<file path="src/rtl/sd_pkg.sv">
// rtl/sd_pkg.sv - shared constants, state type and CRC7 step for the SD CMD responder
package sd_pkg;

  localparam logic [6:0] CRC7_POLY   = 7'h09;
  localparam logic [7:0] FRAME_SHORT = 8'd48;
  localparam logic [7:0] FRAME_LONG  = 8'd136;
  localparam logic [5:0] R2_INDEX    = 6'h3F;

  // Bits of each TX frame that precede the CRC field (start..payload end).
  localparam logic [7:0] DATA_SHORT  = 8'd40;
  localparam logic [7:0] DATA_LONG   = 8'd128;
  // First CRC-covered bit of a long frame: the 8-bit R2 header is excluded.
  localparam logic [7:0] CRC_START_LONG = 8'd8;

  typedef enum logic [2:0] {
    ST_IDLE,
    ST_RX,
    ST_CHECK,
    ST_WAIT,
    ST_TX,
    ST_RELEASE
  } sd_state_e;

  // One serial CRC7 step, MSB-first.
  function automatic logic [6:0] crc7_step(input logic [6:0] crc, input logic b);
    logic fb;
    fb = b ^ crc[6];
    return {crc[5:0], 1'b0} ^ (fb ? CRC7_POLY : 7'h00);
  endfunction

endpackage

</file>
<file path="src/rtl/sd_crc7.sv">
// rtl/sd_crc7.sv - serial CRC7 generator/checker shared by the RX and TX paths
import sd_pkg::*;

module sd_crc7 (
  input  logic       clk,
  input  logic       rst_n,
  input  logic       clr,
  input  logic       en,
  input  logic       bit_i,
  output logic [6:0] crc_o
);

  logic [6:0] crc_q;
  logic [6:0] crc_d;
  logic [6:0] base;

  // Clear seeds zero and may be combined with en so the first bit is absorbed on the same edge.
  always_comb begin
    base  = clr ? 7'h00 : crc_q;
    crc_d = en ? crc7_step(base, bit_i) : base;
  end

  // Remainder register.
  always_ff @(posedge clk or negedge rst_n) begin
    if (!rst_n) crc_q <= 7'h00;
    else        crc_q <= crc_d;
  end

  assign crc_o = crc_q;

endmodule

</file>
<file path="src/rtl/sd_cmd_responder.sv">
// rtl/sd_cmd_responder.sv - card-side SD CMD line: command receive/check and response transmit
import sd_pkg::*;

module sd_cmd_responder #(
  parameter int NCR           = 2,
  parameter int RSP_TIMEOUT_W = 8,
  parameter int RSP_TIMEOUT   = 200
) (
  input  logic         clk,
  input  logic         rst_n,
  input  logic         sd_cmd_i,
  output logic         sd_cmd_o,
  output logic         sd_cmd_oe,
  output logic         cmd_valid,
  output logic [5:0]   cmd_index,
  output logic [31:0]  cmd_arg,
  output logic         cmd_err,
  input  logic         rsp_valid,
  input  logic         rsp_none,
  input  logic         rsp_long,
  input  logic [119:0] rsp_data,
  output logic         rsp_ready,
  output logic         rsp_timeout
);

  localparam logic [6:0]               NCR_LAST = 7'(NCR - 1);
  localparam logic [RSP_TIMEOUT_W-1:0] WD_LAST  = RSP_TIMEOUT_W'(RSP_TIMEOUT - 1);
  localparam logic [RSP_TIMEOUT_W-1:0] WD_ONE   = RSP_TIMEOUT_W'(1);

  sd_state_e              state_q, state_d;
  logic [7:0]             bit_cnt_q, bit_cnt_d;
  logic [45:0]            rx_shift_q, rx_shift_d;
  logic [135:0]           tx_shift_q, tx_shift_d;
  logic                   tx_long_q, tx_long_d;
  logic [6:0]             ncr_cnt_q, ncr_cnt_d;
  logic [RSP_TIMEOUT_W-1:0] wd_cnt_q, wd_cnt_d;
  logic                   sd_cmd_o_q, sd_cmd_o_d;
  logic                   sd_cmd_oe_q, sd_cmd_oe_d;
  logic                   cmd_valid_q, cmd_valid_d;
  logic                   cmd_err_q, cmd_err_d;
  logic                   rsp_timeout_q, rsp_timeout_d;
  logic [5:0]             cmd_index_q, cmd_index_d;
  logic [31:0]            cmd_arg_q, cmd_arg_d;

  logic       crc_clr, crc_en, crc_bit;
  logic [6:0] crc;
  logic [135:0] frame;
  logic [7:0] next_bit, last_bit, data_len, crc_start;
  logic       frame_good;

  sd_crc7 u_crc7 (
    .clk   (clk),
    .rst_n (rst_n),
    .clr   (crc_clr),
    .en    (crc_en),
    .bit_i (crc_bit),
    .crc_o (crc)
  );

  assign rsp_ready = (state_q == ST_WAIT) && (ncr_cnt_q >= NCR_LAST);

  // Next-state, datapath and output decode for the whole command/response cycle.
  always_comb begin
    state_d       = state_q;
    bit_cnt_d     = bit_cnt_q;
    rx_shift_d    = rx_shift_q;
    tx_shift_d    = tx_shift_q;
    tx_long_d     = tx_long_q;
    ncr_cnt_d     = ncr_cnt_q;
    wd_cnt_d      = wd_cnt_q;
    sd_cmd_o_d    = sd_cmd_o_q;
    sd_cmd_oe_d   = sd_cmd_oe_q;
    cmd_valid_d   = 1'b0;
    cmd_err_d     = 1'b0;
    rsp_timeout_d = 1'b0;
    cmd_index_d   = cmd_index_q;
    cmd_arg_d     = cmd_arg_q;
    crc_clr       = 1'b0;
    crc_en        = 1'b0;
    crc_bit       = sd_cmd_i;
    frame         = '0;
    next_bit      = bit_cnt_q + 8'd1;
    last_bit      = tx_long_q ? FRAME_LONG - 8'd1 : FRAME_SHORT - 8'd1;
    data_len      = tx_long_q ? DATA_LONG : DATA_SHORT;
    crc_start     = tx_long_q ? CRC_START_LONG : 8'd0;
    frame_good    = rx_shift_q[45] && (rx_shift_q[6:0] == crc) && sd_cmd_i;

    case (state_q)
      ST_IDLE: begin
        if (!sd_cmd_i) begin
          state_d   = ST_RX;
          bit_cnt_d = 8'd1;
          crc_clr   = 1'b1;
          crc_en    = 1'b1;
        end
      end

      ST_RX: begin
        if (bit_cnt_q == FRAME_SHORT - 8'd1) begin
          // End bit on this edge: verdict is registered so the pulse lands in the CHECK cycle.
          state_d   = ST_CHECK;
          ncr_cnt_d = 7'd0;
          if (frame_good) begin
            cmd_valid_d = 1'b1;
            cmd_index_d = rx_shift_q[44:39];
            cmd_arg_d   = rx_shift_q[38:7];
          end else begin
            cmd_err_d = 1'b1;
          end
        end else begin
          rx_shift_d = {rx_shift_q[44:0], sd_cmd_i};
          bit_cnt_d  = next_bit;
          crc_en     = (bit_cnt_q <= 8'd39);
        end
      end

      ST_CHECK: begin
        state_d   = cmd_valid_q ? ST_WAIT : ST_IDLE;
        ncr_cnt_d = (ncr_cnt_q < NCR_LAST) ? ncr_cnt_q + 7'd1 : ncr_cnt_q;
        wd_cnt_d  = '0;
      end

      ST_WAIT: begin
        if (ncr_cnt_q < NCR_LAST) ncr_cnt_d = ncr_cnt_q + 7'd1;
        if (wd_cnt_q != WD_LAST)  wd_cnt_d  = wd_cnt_q + WD_ONE;
        if (rsp_none) begin
          state_d = ST_IDLE;
        end else if (rsp_valid && rsp_ready) begin
          frame       = rsp_long ? {2'b00, R2_INDEX, rsp_data, 8'h00}
                                 : {2'b00, rsp_data[37:0], 96'h0};
          state_d     = ST_TX;
          tx_long_d   = rsp_long;
          tx_shift_d  = {frame[134:0], 1'b0};
          bit_cnt_d   = 8'd0;
          sd_cmd_o_d  = frame[135];
          sd_cmd_oe_d = 1'b1;
          crc_clr     = 1'b1;
          crc_en      = !rsp_long;
          crc_bit     = frame[135];
        end else if (!sd_cmd_i) begin
          state_d   = ST_RX;
          bit_cnt_d = 8'd1;
          crc_clr   = 1'b1;
          crc_en    = 1'b1;
        end else if (wd_cnt_q == WD_LAST) begin
          state_d       = ST_IDLE;
          rsp_timeout_d = 1'b1;
        end
      end

      ST_TX: begin
        if (bit_cnt_q == last_bit) begin
          state_d    = ST_RELEASE;
          sd_cmd_o_d = 1'b1;
        end else begin
          bit_cnt_d = next_bit;
          if (next_bit < data_len) begin
            sd_cmd_o_d = tx_shift_q[135];
            tx_shift_d = {tx_shift_q[134:0], 1'b0};
            crc_en     = (next_bit >= crc_start);
            crc_bit    = tx_shift_q[135];
          end else if (next_bit < last_bit) begin
            // Feeding the remainder MSB back in shifts the CRC out unchanged.
            sd_cmd_o_d = crc[6];
            crc_en     = 1'b1;
            crc_bit    = crc[6];
          end else begin
            sd_cmd_o_d = 1'b1;
          end
        end
      end

      ST_RELEASE: begin
        state_d     = ST_IDLE;
        sd_cmd_o_d  = 1'b1;
        sd_cmd_oe_d = 1'b0;
      end

      default: state_d = ST_IDLE;
    endcase
  end

  // State and datapath registers; reset releases the line immediately.
  always_ff @(posedge clk or negedge rst_n) begin
    if (!rst_n) begin
      state_q       <= ST_IDLE;
      bit_cnt_q     <= 8'd0;
      rx_shift_q    <= '0;
      tx_shift_q    <= '0;
      tx_long_q     <= 1'b0;
      ncr_cnt_q     <= 7'd0;
      wd_cnt_q      <= '0;
      sd_cmd_o_q    <= 1'b1;
      sd_cmd_oe_q   <= 1'b0;
      cmd_valid_q   <= 1'b0;
      cmd_err_q     <= 1'b0;
      rsp_timeout_q <= 1'b0;
      cmd_index_q   <= 6'd0;
      cmd_arg_q     <= 32'd0;
    end else begin
      state_q       <= state_d;
      bit_cnt_q     <= bit_cnt_d;
      rx_shift_q    <= rx_shift_d;
      tx_shift_q    <= tx_shift_d;
      tx_long_q     <= tx_long_d;
      ncr_cnt_q     <= ncr_cnt_d;
      wd_cnt_q      <= wd_cnt_d;
      sd_cmd_o_q    <= sd_cmd_o_d;
      sd_cmd_oe_q   <= sd_cmd_oe_d;
      cmd_valid_q   <= cmd_valid_d;
      cmd_err_q     <= cmd_err_d;
      rsp_timeout_q <= rsp_timeout_d;
      cmd_index_q   <= cmd_index_d;
      cmd_arg_q     <= cmd_arg_d;
    end
  end

  assign sd_cmd_o    = sd_cmd_o_q;
  assign sd_cmd_oe   = sd_cmd_oe_q;
  assign cmd_valid   = cmd_valid_q;
  assign cmd_err     = cmd_err_q;
  assign rsp_timeout = rsp_timeout_q;
  assign cmd_index   = cmd_index_q;
  assign cmd_arg     = cmd_arg_q;

endmodule

</file>
<file path="config.mk">
export PLATFORM = sky130hd
export DESIGN_NAME = sd_cmd_responder
export DESIGN_NICKNAME = d
export VERILOG_FILES = /design/src/rtl/sd_pkg.sv /design/src/rtl/sd_crc7.sv /design/src/rtl/sd_cmd_responder.sv
export SDC_FILE = /design/constraint.sdc
export NUM_CORES = 1
export LEC_CHECK = 0
export ABC_CLOCK_PERIOD_IN_PS = 2700
export CORE_AREA = 2 2 184 186
export CTS_BUF_LIST = sky130_fd_sc_hd__clkbuf_8
export DETAILED_ROUTE_END_ITERATION = 12
export DIE_AREA = 0 0 186 188
export PLACE_DENSITY_LB_ADDON = 0.3
export SLEW_MARGIN = 20
export SYNTH_ARGS = -nofsm -noshare
export SYNTH_HDL_FRONTEND = slang
export SYNTH_HIERARCHICAL = 1
export SYNTH_SLANG_ARGS = --single-unit
</file>
<file path="constraint.sdc">
create_clock -name clk -period 2.7 [get_ports clk]
set_input_delay 0.27 -clock clk [delete_from_list [all_inputs] [get_ports clk]]
set_output_delay 0.27 -clock clk [all_outputs]
set_load 0.01 [all_outputs]
</file>
==> impl_metrics.sql <==
INSERT INTO impl_metrics (metric_group, metric, value, unit) VALUES
('grt', 'grt_usage', '0.176', ''),
('sta', 'fin_hold_ws', '96.5', 'ps'),
('hold_path', 'min_delay_path_depth', '3', ''),
('synthesis', 'synth_warnings', '6', ''),
('clock_network', 'clk_pin_slew', '60', 'ps'),
('setup_path', 'timing.setup.critical_path_class', 'flop to flop', ''),
('synthesis', 'synth_area_per_cell', '10.3', 'µm²'),
('setup_path', 'cp-end-kind', 'flop', ''),
('floorplanning', 'starting_density_of_the_core', '0.375', ''),
('synthesis', 'synth_area_leaders', 'dfrtp_1 50%, mux2_2 7.7%, and3_1 4.5%', ''),
('layout', 'final.fill_count', '2999', ''),
('grt', 'largest_net_degree_at_the_start_of_global_routing', '163', ''),
('synthesis', 'synth_seq_cells', '250', ''),
('place', 'placed_cells_incl_taps', '1766', ''),
('layout', 'layout.nets', '1517', ''),
('synthesis', 'synth-seq-area-share', '0.503', ''),
('power', 'p_leak', '7.89', 'nW'),
('setup_path', 'worstReg2RegEnd', 'u_crc7/crc_o[0]', ''),
('setup_path', 'cp_data_arrival_time', '3110', 'ps'),
('sta', 'finalHoldViolations', '0', ''),
('sta', 'period_needed', '2690', 'ps'),
('layout', 'multiInputGateArea', '0.00593', 'mm²'),
('floorplanning', 'fp.dieArea', '0.0350', 'mm²'),
('sta', 'max_clock_freq', '372', 'MHz'),
('layout', 'layoutNonFillerInstCount', '1865', ''),
('sta', 'relSlewSlack', '0.523', ''),
('synthesis', 'ys_dominant_reg_cell', 'dfrtp_1', ''),
('setup_path', 'r2r.worst_path.cells', '12', ''),
('place', 'placer_congestion_estimate', '0.808', ''),
('floorplanning', 'die_y', '188', 'µm'),
('synthesis', 'synth_largest_type_area_fraction', '0.501', ''),
('hold_path', 'holdPathEnd', 'tx_long_q', ''),
('floorplanning', 'number_of_placement_rows', '67', ''),
('layout', 'drive_gt1_frac', '0.216', ''),
('floorplanning', 'ioPinCount', '170', ''),
('clock_network', 'numClockSinks', '250', ''),
('grt', 'via_count_of_the_first_global_routing_pass', '9612', ''),
('grt', 'final_global_route_overflow_total', '0', ''),
('synthesis', 'unique_masters_post_synth', '74', ''),
('outcome', 'run_status', 'complete, no violations', ''),
('synthesis', 'synth.net_count', '1345', ''),
('power', 'vdd.ir_drop.worst', '0.480', 'mV'),
('sta', 'finClkSkew', '18.3', 'ps'),
('layout', 'syn_to_final_growth', '31.0', '%'),
('synthesis', 'post_synth_instance_area', '0.0124', 'mm²'),
('synthesis', 'synthDominantAreaCellType', 'dfrtp_1', ''),
('clock_network', 'cts_inserted_buffers', '43', ''),
('sta', 'finalSetupViolCount', '0', ''),
('route', 'route.detailed.wl_per_inst', '17.5', 'µm'),
('clock_network', 'cts_tree', 'built', ''),
('hold_path', 'worstHoldPathType', 'input pin to flop', ''),
('sta', 'fin_crit_sh', '0.996', ''),
('clock_network', 'max_root_sink_buffers', '3', ''),
('place', 'place.port_buffers', '169', ''),
('layout', 'final_common_cell', 'dfrtp_1', ''),
('route', 'wirelength', '32.6', 'mm'),
('route', 'drt_iter0_markers', '646', ''),
('synthesis', 'syn_inst', '1209', ''),
('layout', 'most-common-layout-cells', '249 x dfrtp_1, 167 x clkdlybuf4s50_1, 110 x nor2_1', ''),
('grt', 'grt_pass1_wl', '50.7', 'mm'),
('setup_path', 'critical_path.max_fanout', '2', ''),
('layout', 'regArea', '0.00626', 'mm²'),
('sta', 'tightestPinTransition', '716', 'ps'),
('route', 'vias', '9892', ''),
('clock_network', 'cts_root_buffer', 'clkbuf_8', ''),
('route', 'route.detailed.drc', '0', ''),
('clock_network', 'clkLatencyLatePin', '560', 'ps'),
('setup_path', 'start_kind', 'flop', ''),
('floorplanning', 'floorplan.core_area', '0.0331', 'mm²'),
('place', 'postPlaceCellArea', '0.0148', 'mm²'),
('run', 'max_cap_viol_count', '0', '');
## per-layer routing
metal / vias to the layer above / part of all wire / track usage
met5: - / 0 / 0
met3: 48 / 0.063 / 0.0435
met4: 0 / 0.015 / 0.0421
met2: 227 / 0.45 / 0.265
li1: 4748 / - / -
met1: 4869 / 0.47 / 0.255
## what timing repair did
item                                   4_1_cts  5_1_grt
endpoints found under the hold margin       85        0
setup endpoints to repair                    0       99
buffers inserted                             0        7
resized for setup                            0       59
hold buffers                                 1        0
## layout make-up
type	instances	share of cell area
sequential	250	0.384
multi-input combinational	844	0.364
timing repair buffer	232	0.156
clock buffer	60	0.0507
tap	448	0.0344
clock inverter	19	0.00753
inverter	10	0.00231
antenna	2	0.000307
## power by group
| part | switching (mW) | leakage (nW) | internal, mW |
|---|---|---|---|
| Combinational | 1.13 | 3.99 | 1.37 |
| Sequential | 0.419 | 3.36 | 4.30 |
| Clock | 1.59 | 0.538 | 2.08 |
## worst max-delay path by stage
stage	start	endpoint	slack [ps]	cells after the start
floorplan	bit_cnt_q[3]	u_crc7/crc_o[0]	10	13
global placement	bit_cnt_q[0]	u_crc7/crc_o[0]	30	12
detailed placement	bit_cnt_q[0]	u_crc7/crc_o[0]	30	12
CTS	bit_cnt_q[0]	u_crc7/crc_o[3]	4	12
global route	bit_cnt_q[2]	u_crc7/crc_o[0]	-120	12
finish	bit_cnt_q[2]	u_crc7/crc_o[0]	10	12
## worst max-delay path: stages (launching register included)
cell	delay [ps]
dfrtp_1	350
and4_4	240
nand4_1	120
xnor2_2	180
ha_1	320
nand2_2	60
or2_4	230
or4_4	440
a211oi_4	280
nor3_2	70
nand2_1	80
a21oi_1	40
o21bai_1	150
## through the flow
step / util / power, mW / TNS, ps
final: 0.492 / 10.9 / 0
after global placement: 0.446 / 7.01 / 0
after detailed placement: 0.446 / 7.07 / 0
after global routing: 0.492 / 11.5 / -3490
after floorplan: - / 6.26 / 0
after CTS: 0.475 / 10.8 / 0
## cell usage after synthesis, types with 3 or more instances
cell type,n
buf_6,7
a21oi_1,101
nor2b_1,5
nand4_1,5
a31oi_1,7
nand2b_1,5
or3_1,7
ha_1,10
and3_1,90
or4_1,4
a21o_1,3
buf_1,5
buf_2,28
inv_1,10
mux2_2,85
o21ai_0,53
clkbuf_1,59
dfrtp_1,249
xor2_1,3
nand2_1,94
nor3_1,5
buf_4,5
o22ai_1,39
a22oi_2,20
mux2i_1,39
and2_1,6
nor4_1,3
nand3_1,7
nor2_1,112
xnor2_1,13
a22oi_1,69
a22o_1,9
## flip-flops by register name, summed over array words and instances, names as in the netlist
name and count:
bit_cnt_q 8, cmd_valid 1, cmd_err 1, rx_shift_q 46
cmd_arg 32, cmd_index 6, sd_cmd_oe 1, rsp_timeout 1
wd_cnt_q 8, state_q 3, tx_long_q 1, tx_shift_q 127
sd_cmd_o 1, u_crc7/crc_o 7, ncr_cnt_q 7
## cell families after synthesis
logic type               Yosys count  synth area share
AO/OA/AOI/OAI                    333             0.179
adder cells (fa/ha/maj)           10            0.0101
AND/OR/NAND/NOR                  361             0.145
buffers and inverters            115            0.0434
flip-flops                       250             0.503
multiplexers                     124             0.108
XOR/XNOR                          16            0.0113
No activity file was read; power rests on OpenSTA's default activity.
==> variant, RTL diff (config.mk and constraints unchanged) <==
Change the parameter `RSP_TIMEOUT_W` from 8 to 6.
--- a/src/rtl/sd_cmd_responder.sv
+++ b/src/rtl/sd_cmd_responder.sv
@@ -3,7 +3,7 @@
 
 module sd_cmd_responder #(
   parameter int NCR           = 2,
-  parameter int RSP_TIMEOUT_W = 8,
+  parameter int RSP_TIMEOUT_W = 6,
   parameter int RSP_TIMEOUT   = 200
 ) (
   input  logic         clk,
Formal check against the unedited RTL: no difference found for any inputs over 10 cycles, from zero or initial values and one cycle with rst_n low; that may be too few to reach the edited logic, so the function may still have changed.
==> variant against the original RTL <==
- power decreased by 9.0%
- sequential cell count decreased by 2
- cell area decreased by 5.6%
- clock skew decreased by 0.0026 ns
- wire length decreased by 12%
- synthesized area decreased by 4.7%
- largest power group unchanged
- worst setup slack improved by 0.040 ns
==> variant: results (changes against the original RTL) <==
[clock_tree]
clk_pin_slew_ns=0.06  ; about the same
numCtsBuffers=43  ; unchanged
cts-root-buf=clkbuf_8
insertion_delay_ns=0.53  ; -0.03 ns
htree_levels=2  ; unchanged
clk_path_buf_depth=3  ; unchanged

[yosys]
synth_cell_type_count=59  ; -20%
synth_common_cells=250 x nand2_1, 247 x dfrtp_1, 130 x a21oi_1
syn_nets=1392  ; +3.5%
synth_area_leaders=dfrtp_1 52%, nand2_1 7.9%, a21oi_1 5.5%, mux2_2 5.3%, and3_1 4.7%
yosys_warnings=6  ; unchanged
async_reset_ff_share_pct=100.0  ; unchanged
synth_seq_area_share_pct=52.39  ; +2.1 points

[global_route]
grt_pass1_vias=9090  ; -5.4%
grt_usage_pct=15.78  ; -1.8 points
antenna_found_initial=1  ; -1
grt_pass1_wl_mm=45.39  ; -10%
grt_max_degree=161  ; -1.2%

[setup_path]
max_stage_delay_ns=0.34  ; -0.10 ns
critPathMaxFanout=5  ; +3
cpLargestDelayFamily=compound AO/OA/AOI/OAI gates
cpMaxStageDelayCell=dfrtp_1
worstPathArrival_ns=3.09  ; -0.02 ns

[finish]
fin_nets=1565  ; +3.2%
top_register=tx_shift_q
drive_gt1_share_pct=15.21  ; -6.4 points
num-fill-cells=3135  ; +4.5%
largest_reg_flops=127  ; unchanged

[sta]
max_slew_margin_pct=50.01  ; -2.3 points
clock-skew-final_ns=0.01566  ; -0.002607 ns

[run_status]
status=finished clean

[placed_design]
io_buffers=169  ; unchanged
place_hpwl_mm=18.05  ; -6.9%
place.gp.congestion=0.8525  ; +5.5%
pre_cts_ws_ns=0.04650  ; +0.01307 ns

[drt]
firstDrtPassIters=5  ; -1
vias=9448  ; -4.5%
routedWlPerCell_um=15.05  ; -14%
drt-initial-drc-count=630  ; -2.5%

[run]
max_cap_viol_count=0  ; unchanged

[pwr]
p_leak_nw=7.215  ; -8.5%
ir_drop_mv=0.3997  ; -17%

[hold_path]
hold_class=in2reg

variant: cell types whose count changed after synthesis, moves of 5 or more:
cell	before	now
o21ai_1	1	62
clkbuf_1	59	65
a22o_1	9	0
nand2_1	94	250
buf_2	28	16
o21ai_0	53	93
a22oi_2	20	0
mux2_2	85	56
a21oi_1	101	130
nor2_1	112	60
a22oi_1	69	2
o22ai_1	39	0
buf_1	5	0
variant: routing by layer:
metal	GRT usage (%)	vias to the layer above	wire (µm)
li1	-	4701	-
met1	22.56	4490	13470
met2	23.89	219	12870
met3	3.787	38	1789
met4	4.300	0	502
met5	0	-	0
variant: report_power, final:
| group | switching (W) | total, W | internal [W] | leakage [nW] |
|---|---|---|---|---|
| combinational | 0.00110 | 0.00230 | 0.00120 | 3.39 |
| clock | 0.00147 | 0.00320 | 0.00174 | 0.454 |
| sequential | 0.000305 | 0.00441 | 0.00410 | 3.37 |
variant: cells by family after synthesis:
group	count (synthesis)	share of synthesized area, %
fa+ha+maj	10	1.056
xor+xnor	14	1.035
compound gates	325	15.11
flops	248	52.39
mux	94	8.533
simple gates	458	17.69
buf+inv	107	4.182
variant: per-stage QoR:
step | power, W | hold WS, ns | std cells | area [µm²]
2_1_floorplan | 0.005907 | -0.02559 | 1256 | 11850
3_3_place_gp | 0.006615 | 0.2925 | 1819 | 14140
3_5_place_dp | 0.006677 | 0.2963 | 1819 | 14140
4_1_cts | 0.009964 | 0.1321 | 1889 | 14940
5_1_grt | 0.01052 | 0.1606 | 1901 | 15370
6_report | 0.009909 | 0.1722 | 1902 | 15370
variant: final cells by class:
type	instances	area (µm²)	area share [%]
flip-flops and latches	248	6208	40.39
multi-input cells	901	5310	34.55
repair buffers	221	2450	15.94
clock buffers	49	674.4	4.387
well taps	448	560.5	3.647
clock inverters	20	112.6	0.7326
inverters	14	52.55	0.3419
diodes	1	2.502	0.01628
variant: path summary, 6_finish.rpt:
path                                   start  cells past startpoint         endpoint  slack, ns
worst max-delay path            bit_cnt_q[0]                     13  u_crc7/crc_o[0]       0.05
worst min-delay path                rsp_long                      3        tx_long_q       0.17
worst max register to register  bit_cnt_q[0]                     13  u_crc7/crc_o[0]       0.05
worst min register to register   cmd_arg[30]                      2      cmd_arg[30]       0.46
max in group asynchronous              rst_n                      3   tx_shift_q[15]       1.50
min in group asynchronous              rst_n                      2   tx_shift_q[55]       0.31
variant: timing repair:
action                     in CTS  in global routing
buffers inserted                0                  1
gates resized for setup         0                 83
hold endpoints to repair       73                  0
hold buffers                    1                  0
setup endpoints to repair       0                131
